`config.mk`:
```
export PLATFORM = sky130hd
export DESIGN_NAME = seven_seg_scan
export DESIGN_NICKNAME = d
export VERILOG_FILES = /design/src/rtl/seven_seg_pkg.sv /design/src/rtl/seven_seg_decoder.sv /design/src/rtl/seven_seg_scan.sv
export SDC_FILE = /design/constraint.sdc
export NUM_CORES = 1
export LEC_CHECK = 0
export CORE_UTILIZATION = 45
export CTS_BUF_LIST = sky130_fd_sc_hd__clkbuf_8 sky130_fd_sc_hd__clkbuf_16
export DETAILED_ROUTE_END_ITERATION = 12
export GPL_ROUTABILITY_DRIVEN = 0
export PLACE_DENSITY = 0.75
export SLEW_MARGIN = 10
export SYNTH_ARGS = -nofsm -noshare
export SYNTH_HDL_FRONTEND = slang
export SYNTH_SLANG_ARGS = --single-unit
```
`constraint.sdc`:
```
create_clock -name clk -period 2.4 [get_ports clk]
set_input_delay 0.48 -clock clk [delete_from_list [all_inputs] [get_ports clk]]
set_output_delay 0.48 -clock clk [all_outputs]
set_load 0.02 [all_outputs]
```
`src/rtl/seven_seg_pkg.sv`:
```
// Shared constants and the hex glyph table for the seven-segment scanner.
package seven_seg_pkg;

    // Register select on the single-bit address line
    localparam logic ADR_DATA = 1'b0;
    localparam logic ADR_CTRL = 1'b1;

    // CTRL register field positions
    localparam int DP_LSB    = 0;
    localparam int BLANK_LSB = 8;
    localparam int EN_BIT    = 16;

    // Active-low {g,f,e,d,c,b,a} pattern for one hex nibble
    function automatic logic [6:0] hex_glyph(input logic [3:0] nib);
        logic [6:0] g;
        case (nib)
            4'h0: g = 7'h40;
            4'h1: g = 7'h79;
            4'h2: g = 7'h24;
            4'h3: g = 7'h30;
            4'h4: g = 7'h19;
            4'h5: g = 7'h12;
            4'h6: g = 7'h02;
            4'h7: g = 7'h78;
            4'h8: g = 7'h00;
            4'h9: g = 7'h10;
            4'hA: g = 7'h08;
            4'hB: g = 7'h03;
            4'hC: g = 7'h46;
            4'hD: g = 7'h21;
            4'hE: g = 7'h06;
            default: g = 7'h0E;
        endcase
        return g;
    endfunction

endpackage

```
`src/rtl/seven_seg_decoder.sv`:
```
// Combinational nibble to active-low seven-segment glyph.
module seven_seg_decoder
    import seven_seg_pkg::*;
(
    input  logic [3:0] nib,
    output logic [6:0] glyph
);

    assign glyph = hex_glyph(nib);

endmodule

```
`src/rtl/seven_seg_scan.sv`:
```
// Bus-slave multiplexed hex display driver: DATA/CTRL registers behind a
// single-pulse STB/ACK handshake, a free-running digit scan, and a
// registered Segment/AN output stage.
module seven_seg_scan
    import seven_seg_pkg::*;
#(
    parameter int N_DIGITS = 4,
    parameter int SCAN_DIV = 131072
) (
    input  logic                clk,
    input  logic                rst,
    input  logic                STB,
    input  logic                WE,
    input  logic                ADR,
    input  logic [31:0]         DAT_I,
    output logic [31:0]         DAT_O,
    output logic                ACK,
    output logic [7:0]          Segment,
    output logic [N_DIGITS-1:0] AN
);

    localparam int DW = 4 * N_DIGITS;
    localparam int CW = $clog2(SCAN_DIV);
    localparam int IW = (N_DIGITS > 1) ? $clog2(N_DIGITS) : 1;

    logic [DW-1:0]       data_q, data_d;
    logic [N_DIGITS-1:0] dp_q, dp_d;
    logic [N_DIGITS-1:0] blank_q, blank_d;
    logic                en_q, en_d;
    logic                ack_q, ack_d;
    logic [31:0]         dat_o_q, dat_o_d;
    logic [CW-1:0]       presc_q, presc_d;
    logic [IW-1:0]       idx_q, idx_d;
    logic [7:0]          seg_q, seg_d;
    logic [N_DIGITS-1:0] an_q, an_d;

    logic        xfer, wr, rd, wrap;
    logic [31:0] rd_val;
    logic [3:0]  cur_nib;
    logic        cur_dp, cur_blank;
    logic [6:0]  cur_glyph;
    logic [N_DIGITS-1:0] an_sel;

    // A transfer is taken only on the edge that raises ACK, so a held STB
    // alternates ACK and each transfer commits exactly once.
    assign xfer = STB & ~ack_q;
    assign wr   = xfer & WE;
    assign rd   = xfer & ~WE;

    // Read mux; unimplemented bits read back as zero
    always_comb begin
        rd_val = '0;
        if (ADR == ADR_DATA) begin
            rd_val[DW-1:0] = data_q;
        end else begin
            rd_val[DP_LSB +: N_DIGITS]    = dp_q;
            rd_val[BLANK_LSB +: N_DIGITS] = blank_q;
            rd_val[EN_BIT]                = en_q;
        end
    end

    // Bus handshake, register writes and read data capture
    always_comb begin
        data_d  = data_q;
        dp_d    = dp_q;
        blank_d = blank_q;
        en_d    = en_q;
        ack_d   = xfer;
        dat_o_d = rd ? rd_val : dat_o_q;
        if (wr) begin
            if (ADR == ADR_DATA) begin
                data_d = DAT_I[DW-1:0];
            end else begin
                dp_d    = DAT_I[DP_LSB +: N_DIGITS];
                blank_d = DAT_I[BLANK_LSB +: N_DIGITS];
                en_d    = DAT_I[EN_BIT];
            end
        end
    end

    // Prescaler and digit index; idx wraps at N_DIGITS-1, never beyond
    always_comb begin
        wrap    = (presc_q == CW'(SCAN_DIV - 1));
        presc_d = wrap ? '0 : presc_q + 1'b1;
        idx_d   = idx_q;
        if (wrap)
            idx_d = (idx_q == IW'(N_DIGITS - 1)) ? '0 : idx_q + 1'b1;
    end

    // Select the current digit's nibble and mask bits without indexing by idx
    always_comb begin
        cur_nib   = '0;
        cur_dp    = 1'b0;
        cur_blank = 1'b0;
        an_sel    = '1;
        for (int i = 0; i < N_DIGITS; i++) begin
            if (idx_q == IW'(i)) begin
                cur_nib   = data_q[4*i +: 4];
                cur_dp    = dp_q[i];
                cur_blank = blank_q[i];
                an_sel[i] = 1'b0;
            end
        end
    end

    seven_seg_decoder u_dec (
        .nib   (cur_nib),
        .glyph (cur_glyph)
    );

    // Next value of the registered display outputs
    always_comb begin
        if (!en_q || cur_blank) begin
            seg_d = 8'hFF;
            an_d  = '1;
        end else begin
            seg_d = {~cur_dp, cur_glyph};
            an_d  = an_sel;
        end
    end

    // State update; reset darkens the display and drops any pending ACK
    always_ff @(posedge clk or posedge rst) begin
        if (rst) begin
            data_q  <= '0;
            dp_q    <= '0;
            blank_q <= '0;
            en_q    <= 1'b0;
            ack_q   <= 1'b0;
            dat_o_q <= '0;
            presc_q <= '0;
            idx_q   <= '0;
            seg_q   <= 8'hFF;
            an_q    <= '1;
        end else begin
            data_q  <= data_d;
            dp_q    <= dp_d;
            blank_q <= blank_d;
            en_q    <= en_d;
            ack_q   <= ack_d;
            dat_o_q <= dat_o_d;
            presc_q <= presc_d;
            idx_q   <= idx_d;
            seg_q   <= seg_d;
            an_q    <= an_d;
        end
    end

    assign ACK     = ack_q;
    assign DAT_O   = dat_o_q;
    assign Segment = seg_q;
    assign AN      = an_q;

endmodule

```
==> impl_metrics.yaml <==
drt:
  drt_wl_total_um: 6950
  antenna_left: 0
  drt_pass1_iterations: 4
  via_per_inst: 4.98
  drtIter0Drc: 158
  drc_errors: 0
  drt-wirelength-per-cell_um: 14.0
  vias: 2475
timing:
  setup_viol: 0
  timing.final.hold_violations: 0
  worstMarginPinSlew_ns: 0.741
  final.min_clock_period_ns: 2.29
  period_share_pct: 95.2
  slew_viol_final: 0
  clock_skew_ns: 0.0133
  max_slew_margin_pct: 50.4
  tns_ns: 0
  max_freq_ghz: 0.438
  rsz0062_at_grt: "no"
floorplanning:
  fp.coreArea_um2: 7730
  fp.dieW_um: 91.5
  io_pins: 82
  floorplan.rows: 32
  start_util_pct: 46.6
  die_y_um: 91.5
  die-area_um2: 8370
logic_synthesis:
  synth_top_area_share_pct: 43.1
  synthTopCellsByArea: "dfrtp_1 (43%), dfstp_2 (8.8%), mux2_2 (7.2%)"
  post_synth_instance_area_um2: 3600
  ys_seq_elements: 74
  postSynthCellCount: 329
  seq_area_frac_synth_pct: 51.8
  ys.warnings.count: 0
  synth_cell_types: 50
  synth_area_per_cell_um2: 11.0
  synth_area_leader_cell: "dfrtp_1"
layout:
  most-common-layout-cells: "dfrtp_1 (62), clkdlybuf4s50_1 (51), nand2_1 (47), mux2_2 (23), nor2_1 (21)"
  nFillCells: 672
  final_area_um2: 4430
  layout_commonest_cell: "dfrtp_1"
  area_delta_synth_final_pct: 22.9
  diodes: 0
  drive_above_1_share_pct: 20.3
  fin_nets: 440
cts:
  cts_tree: "yes"
  cts_resized: 0
  post_cts.repair.setup_buffers: 0
  clkTransAtPathRegs_ns: 0.07
  cts_buffers: 9
  cts_hold_buf: 0
  cts-root-buf: "clkbuf_8"
  clk_latency_ns: 0.34
  cts_max_path_buffers: 2
  clock_sinks: 74
  cts_max_level: 3
global_routing:
  grt_antenna_before_repair: 0
  grt_pass1_wl_um: 11700
  grt_util_met2_pct: 30.9
  grt_overflow: 0
  grtUsageTotal_pct: 18.1
  met3_usage_pct: 3.43
  grt_max_degree: 75
  busiest_layer: "met2"
  grt_pass1_vias: 2502
  grt.met1_usage_pct: 22.5
worst_setup_path:
  critical_path_required_ns: 2.61
  path_class: "reg -> reg"
  r2r_end: "Segment[5]"
  r2r-start: "idx_q[0]"
  worstSetupStartpointType: "flip-flop"
  crit_start: "idx_q[0]"
  worst-endpoint-arrival_ns: 2.49
  crit_end: "Segment[5]"
  critPathMaxFanout: 5
  reg2reg_depth: 10
  rrSetupSlack_ns: 0.11
  end_kind: "flip-flop"
pwr:
  combPwrFrac_pct: 26.5
  p_seq_share_pct: 46.8
  ir_drop_mv: 0.353
  p_int_mw: 2.38
  power_leakage_nw: 1.97
  switchingPower_mw: 1.03
  power_frac_clock_pct: 26.6
  switching_share_pct: 30.2
  pwr_density_cell_nw_per_um2: 769
placement:
  dpl_cell_area_um2: 4220
  port_buffers: 51
  hpwl_um: 5010
min_path:
  hold_class: "reg -> reg"
flow_run:
  drv_cap: 0
outcome:
  status: "completed"
registers in the layout (all words and copies together) (netlist names):
name     flops
DAT_O       17
presc_q     17
data_q      16
Segment      8
AN           4
blank_q      4
dp_q         4
idx_q        2
ACK          1
en_q         1
metal layers:
metal | routed length [µm] | up-vias
li1 | - | 1213
met2 | 3510 | 47
met4 | 116 | 0
met1 | 3070 | 1204
met5 | 0 | -
met3 | 248 | 11
worst min-delay path by stage:
stage,startpoint,depth (start not counted),to,slack (ns)
floorplan,presc_q[0],1,presc_q[0],0.42
global placement,presc_q[0],1,presc_q[0],0.44
detailed placement,presc_q[0],1,presc_q[0],0.45
CTS,presc_q[0],1,presc_q[0],0.46
global route,presc_q[0],1,presc_q[0],0.49
finish,presc_q[0],1,presc_q[0],0.45
power by group through the flow:
| stage | Combinational, mW | Sequential, mW | Clock [mW] |
|---|---|---|---|
| after global routing | 0.981 | 1.62 | 0.985 |
| after floorplan | 0.444 | 1.72 | 0 |
| after CTS | 0.903 | 1.60 | 0.932 |
| final | 0.904 | 1.60 | 0.908 |
| after detailed placement | 0.901 | 1.62 | 0 |
| after global placement | 0.882 | 1.61 | 0 |
synth_stat cells, drive strengths merged:
library cell and n:
a211o 2, a211oi 1, a21oi 7, a221o 1
a221oi 2, a22oi 1, a311o 1, a311oi 1
a31oi 1, and2 2, and2b 1, and3 1
and4 3, buf 22, clkbuf 7, conb 1
dfrtp 62, dfstp 12, ha 13, inv 10
mux2 24, mux2i 10, nand2 47, nand2b 1
nand3 9, nand3b 12, nand4 3, nor2 22
nor2b 9, nor3 2, nor3b 3, nor4 2
o211ai 1, o21ai 13, o221ai 3, o31ai 2
or2b 1, or3 2, xnor2 4, xor2 8
layout make-up:
type | instances | area (µm²) | area share, %
sequential | 74 | 1870 | 42.1
inverter | 10 | 37.5 | 0.847
tap | 102 | 128 | 2.88
clock inverter | 7 | 61.3 | 1.38
timing repair buffer | 65 | 628 | 14.2
clock buffer | 9 | 124 | 2.80
multi-input combinational | 230 | 1580 | 35.8
critical path, stage by stage (launching register included):
cell and delay (ns):
dfrtp_1 0.42, inv_2 0.07, ha_1 0.21, nor2b_2 0.16, a221o_1 0.34, a22oi_2 0.20
inv_2 0.10, ha_1 0.22, nor2b_1 0.14, a21oi_1 0.13, o221ai_1 0.15
kinds of logic after synthesis:
| kind of cell | Yosys count | share of synthesized area [%] |
|---|---|---|
| muxes | 34 | 10.3 |
| DFF | 74 | 51.8 |
| AOI/OAI and AO/OA | 36 | 6.81 |
| xor gates and xnor gates | 12 | 2.92 |
| other | 1 | 0.104 |
| buffers and inverters | 39 | 6.28 |
| and+or+nand+nor | 120 | 17.3 |
| adders and majority gates | 13 | 4.51 |
through the flow:
stage / std cells / setup slack, ns / hold WS, ns / utilization (%) / power, mW
6_report: 497 / 0.115 / 0.453 / 57.3 / 3.41
5_1_grt: 497 / 0.00581 / 0.486 / 57.3 / 3.59
4_1_cts: 497 / 0.0119 / 0.455 / 57.0 / 3.43
3_5_place_dp: 481 / 0.0378 / 0.445 / 54.6 / 2.52
3_3_place_gp: 481 / 0.122 / 0.437 / 54.6 / 2.49
2_1_floorplan: 343 / 0.0118 / 0.424 / - / 2.16
(Power assumes the default switching activity.)
